**src/rtl/fetch_unit.sv**
```systemverilog
// Instruction-fetch front end: owns the PC, drives imem, handles boot/redirect/interrupt entry.
// Zero-latency pc->imem->instr path; pc_write_en=0 holds PC and outputs, a redirect overrides the hold.
module fetch_unit #(
   parameter logic [7:0] RESET_VEC_ADDR = 8'h00,
   parameter logic [7:0] INT_VEC_ADDR   = 8'h01
) (
   input  logic       clk,
   input  logic       rst,
   input  logic       pc_write_en,
   input  logic       redirect_valid,
   input  logic [7:0] redirect_pc,
   input  logic       int_req,
   output logic [7:0] imem_addr,
   input  logic [7:0] imem_data,
   output logic [7:0] pc_out,
   output logic [7:0] instr_out,
   output logic       if_valid,
   output logic       int_ack,
   output logic [7:0] int_ret_pc
);

   typedef enum logic [1:0] {
      ST_BOOT    = 2'd0,
      ST_RUN     = 2'd1,
      ST_INT_VEC = 2'd2
   } state_t;

   state_t     state_q, state_d;
   logic [7:0] pc_q, pc_d;
   logic       int_pending_q, int_pending_d;
   logic [7:0] int_ret_pc_q, int_ret_pc_d;
   logic       int_ack_q, int_ack_d;

   always_ff @(posedge clk) begin
      if (!rst) begin
         state_q       <= ST_BOOT;
         pc_q          <= 8'h00;
         int_pending_q <= 1'b0;
         int_ret_pc_q  <= 8'h00;
         int_ack_q     <= 1'b0;
      end else begin
         state_q       <= state_d;
         pc_q          <= pc_d;
         int_pending_q <= int_pending_d;
         int_ret_pc_q  <= int_ret_pc_d;
         int_ack_q     <= int_ack_d;
      end
   end

   always_comb begin
      state_d       = state_q;
      pc_d          = pc_q;
      int_pending_d = int_pending_q;
      int_ret_pc_d  = int_ret_pc_q;
      int_ack_d     = 1'b0;
      imem_addr     = pc_q;
      pc_out        = pc_q;
      instr_out     = 8'h00;
      if_valid      = 1'b0;

      case (state_q)
         ST_BOOT: begin
            imem_addr = RESET_VEC_ADDR;
            pc_d      = imem_data;
            state_d   = ST_RUN;
         end

         ST_RUN: begin
            instr_out     = imem_data;
            if_valid      = 1'b1;
            int_pending_d = int_pending_q | int_req;
            if (redirect_valid) begin
               pc_d = redirect_pc;
            end else if (int_pending_q && pc_write_en) begin
               // Current fetch is dropped; handler returns to this PC.
               int_ret_pc_d  = pc_q;
               int_ack_d     = 1'b1;
               int_pending_d = 1'b0;
               state_d       = ST_INT_VEC;
            end else if (pc_write_en) begin
               pc_d = pc_q + 8'd1;
            end
         end

         ST_INT_VEC: begin
            imem_addr     = INT_VEC_ADDR;
            pc_d          = imem_data;
            state_d       = ST_RUN;
            int_pending_d = int_pending_q | int_req;
            // An older branch resolving now moves the handler's return point.
            if (redirect_valid) begin
               int_ret_pc_d = redirect_pc;
            end
         end

         default: begin
            state_d = ST_BOOT;
         end
      endcase
   end

   assign int_ack    = int_ack_q;
   assign int_ret_pc = int_ret_pc_q;

endmodule

```
**config.mk**
```make
export PLATFORM = sky130hd
export DESIGN_NAME = fetch_unit
export DESIGN_NICKNAME = d
export VERILOG_FILES = /design/src/rtl/fetch_unit.sv
export SDC_FILE = /design/constraint.sdc
export NUM_CORES = 1
export LEC_CHECK = 0
export CORE_UTILIZATION = 38
export CTS_CLUSTER_SIZE = 20
export DETAILED_ROUTE_END_ITERATION = 7
export GPL_TIMING_DRIVEN = 0
export PLACE_DENSITY = 0.79
export REMOVE_ABC_BUFFERS = 1
export SYNTH_ARGS = -nofsm -noshare
export SYNTH_HDL_FRONTEND = slang
export SYNTH_SLANG_ARGS = --single-unit
export TNS_END_PERCENT = 20
```
**constraint.sdc**
```tcl
create_clock -name clk -period 1.6 [get_ports clk]
set_input_delay 0.32 -clock clk [delete_from_list [all_inputs] [get_ports clk]]
set_output_delay 0.32 -clock clk [all_outputs]
set_load 0.005 [all_outputs]
```
==> metrics <==
status=complete, but fails checks; failing checks=negative setup slack; largest net degree at the start of global routing=17; Via-to-Cell Ratio=roughly 5.3; total track usage=0.238; core area=3340 sq um; CP startpoint kind=flop; total power draw=~1.9 mW; Max Cap Viol=0; LEAKAGE=around 0.94 nW; dpl cells=approximately 240; drt drc=0; count leader, synth=dfxtp_1; clock latency on the worst-skew pair=about 320 ps; diodes inserted=0; Slew Limit Fails=0; die area=roughly 3700 sq um; Max Fanout on Critical Path=7; yosys warns=0; top_reg_cell synth=dfxtp_1; drt total wl=4.42 mm; vias post-DR=between 1000 and 1500; Detail Route Antenna Nets=0; clock tree buffer depth=2; Slew @ Worst Pin=625 ps; Post-Syn Area=1330 sq um; WP data required=1860 ps; VDD IR-drop max=between 0.4 and 0.5 mV; CTS Buf Count=3; post-synthesis simple-gate area fraction=0.232; first-pass GRT wire length=6.40 mm; Die X=61.1 microns; DP HPWL=approximately 2.4 mm; Cell Area, Placed=1840 sq um; initial core utilization=0.397; worst hold path depth=2; fmax=just under 0.6 GHz; CP arrival=approximately 2000 ps; drt initial violations=66; cell accounting for the most synthesized area=dfxtp_1; Die H=61.1 microns; Hold WC Path Type=reg -> reg; Max-slew headroom=0.583; RSZ-0062 raised after global routing=yes; critical-path cell list=buf_6, ha_4, buf_6, buf_8, mux2i_4, a21oi_4, buf_12, buf_6, a211oi_2; Yosys cell types=48; flop-to-flop setup slack=-110 ps; global route overflow=0; post-cts hold buffer count=0; Synth area leaders=dfxtp_1 (30%), mux2i_1 (7.5%), and2_1 (6.6%); XOR/XNOR Fraction of Synth Area=0.0198; adder-cell share of the synthesized area=0.0472; Critical R2R Capture=int_ret_pc[2]; routability congestion estimate=about 0.76; CTS clk-pin slew, worst paths=between 100 and 150 ps; Yosys top cell area share=0.302; number of global-route vias before repair=approximately 1300; CTS Root Cell=clkbuf_4; CP most frequent cell=buf_6; r2r worst-path depth=9; cell family with most CP delay=buffers and inverters; min Tclk post-route=~1700 ps; Routed WL per cell=16.1 microns; mux contribution to synthesized area=0.0858; final hold vios=0; antenna violations before repair=0; EDFF count, synth=0; fraction of layout cells with a size suffix above 1=0.408; H-tree Lvls=1; WHS=~490 ps; critical path's largest stage delay=between 300 and 400 ps; Synth Area in Compound Gates=0.237; reg-to-reg critical path startpoint=state_q[0]; post-route cell area=approximately 2300 sq um; Syn Inst Count=150; worst hold start=int_ret_pc[7]; PortBufs=54; kind of end point of the critical path=flop; largest family of logic cells by synthesized area=compound AO/OA/AOI/OAI gates; Clock Skews=approximately 6.3 ps; DRT Pass-1 Iters=4; num rows=21; sequential-to-total area share from yosys stat=0.302; #FFs+latches synth=20; Worst Hold End=int_ret_pc[7]; async set-or-reset flop fraction in the synthesized netlist=0; Final TNS setup=-1290 ps; Layout Cells excl Fill=~270; period utilization=1.07; # IOs=55; Worst path slowest cell=dfxtp_4; final net count=255; PnR worst setup slack=-110 ps; final setup fails=18; fin util=0.691; syn_area_per_cell=around 8.8 sq um; CTS tree=done; Layout area overhead=74.0%; pre-CTS WS=-804 ps; top post-synthesis cells by count=dfxtp_1 (20), and2_1 (14), o21ai_0 (13); Worst Path Buf+Inv=5; kind of critical path=reg -> reg; clock sinks=20; Pwr per Cell Area=about 820 nW/um^2
[logic make-up (layout without fill, tap and decap cells)]
| kind of cell | after synthesis | in the layout |
|---|---|---|
| mux | 11 | 11 |
| simple gates | 55 | 55 |
| flops | 20 | 20 |
| fa+ha+maj | 5 | 5 |
| buf+inv | 13 | 90 |
| compound gates | 43 | 44 |
| xor+xnor | 3 | 3 |
[cells in the final DEF (no fill, tap or decap), types with 2 or more instances in the layout]
cell	instances
buf_6	15
a21oi_4	2
a31oi_1	3
a21o_1	2
xor2_1	2
a211oi_1	3
nand2b_1	3
mux2i_1	10
clkbuf_4	3
nand2_1	11
buf_12	4
a21oi_1	6
clkbuf_2	8
o21ai_1	2
dfxtp_4	5
a211oi_2	6
and2_1	6
dlymetal6s2s_1	3
dfxtp_2	5
o21ai_0	11
and2_4	8
nand3_1	3
nor2_1	8
clkdlybuf4s50_1	33
inv_4	2
dfxtp_1	10
buf_4	16
ha_4	3
ha_1	2
[flip-flops by register name (all words and copies together) (netlist names)]
register / flops
int_ret_pc: 8
pc_out: 8
state_q: 2
int_ack: 1
int_pending_q: 1
[report_power, final]
group          total (mW)  internal (mW)  switching [mW]  leakage (nW)
Clock               0.323          0.139           0.184        0.0210
Sequential          0.658          0.575          0.0835         0.170
Combinational       0.918          0.543           0.376         0.751
[worst reg2reg max path, cell delays in order, from the launching register on]
cell and delay [ps]:
dfxtp_4 370, buf_6 120, ha_4 180, buf_6 130, buf_8 130, mux2i_4 220, a21oi_4 70, buf_12 140
buf_6 110, a211oi_2 160
[metal layers]
metal / GRT usage / part of all wire / up-vias
li1: - / - / 704
met5: 0 / 0 / -
met2: 0.394 / 0.51 / 46
met4: 0.0779 / 0.012 / 0
met3: 0.0273 / 0.037 / 6
met1: 0.323 / 0.44 / 691
[repair_timing]
action | 4_1_cts | 5_1_grt
setup endpoints to repair | 42 | 38
cloned | 1 | 0
buffers inserted | 20 | 10
hold endpoints to repair | 0 | 0
pin swaps | 9 | 13
gates resized for setup | 104 | 28
[worst max-delay path by stage]
stage          cells after the start        from             to
2_1_floorplan                      6  state_q[0]      pc_out[7]
3_3_place_gp                       5  state_q[0]   imem_addr[2]
3_5_place_dp                       5  state_q[0]   imem_addr[2]
4_1_cts                            5  state_q[0]   instr_out[2]
5_1_grt                            8  state_q[0]  int_ret_pc[0]
6_report                           9  state_q[0]  int_ret_pc[2]
[final cells by class]
| type | instances | area (sq um) |
|---|---|---|
| fill | 252 | 1030 |
| multi-input combinational | 118 | 957 |
| timing repair buffer | 82 | 806 |
| sequential | 20 | 425 |
| tap | 46 | 57.6 |
| clock buffer | 4 | 36.3 |
| inverter | 4 | 25.0 |
No activity file was read; power rests on OpenSTA's default activity.
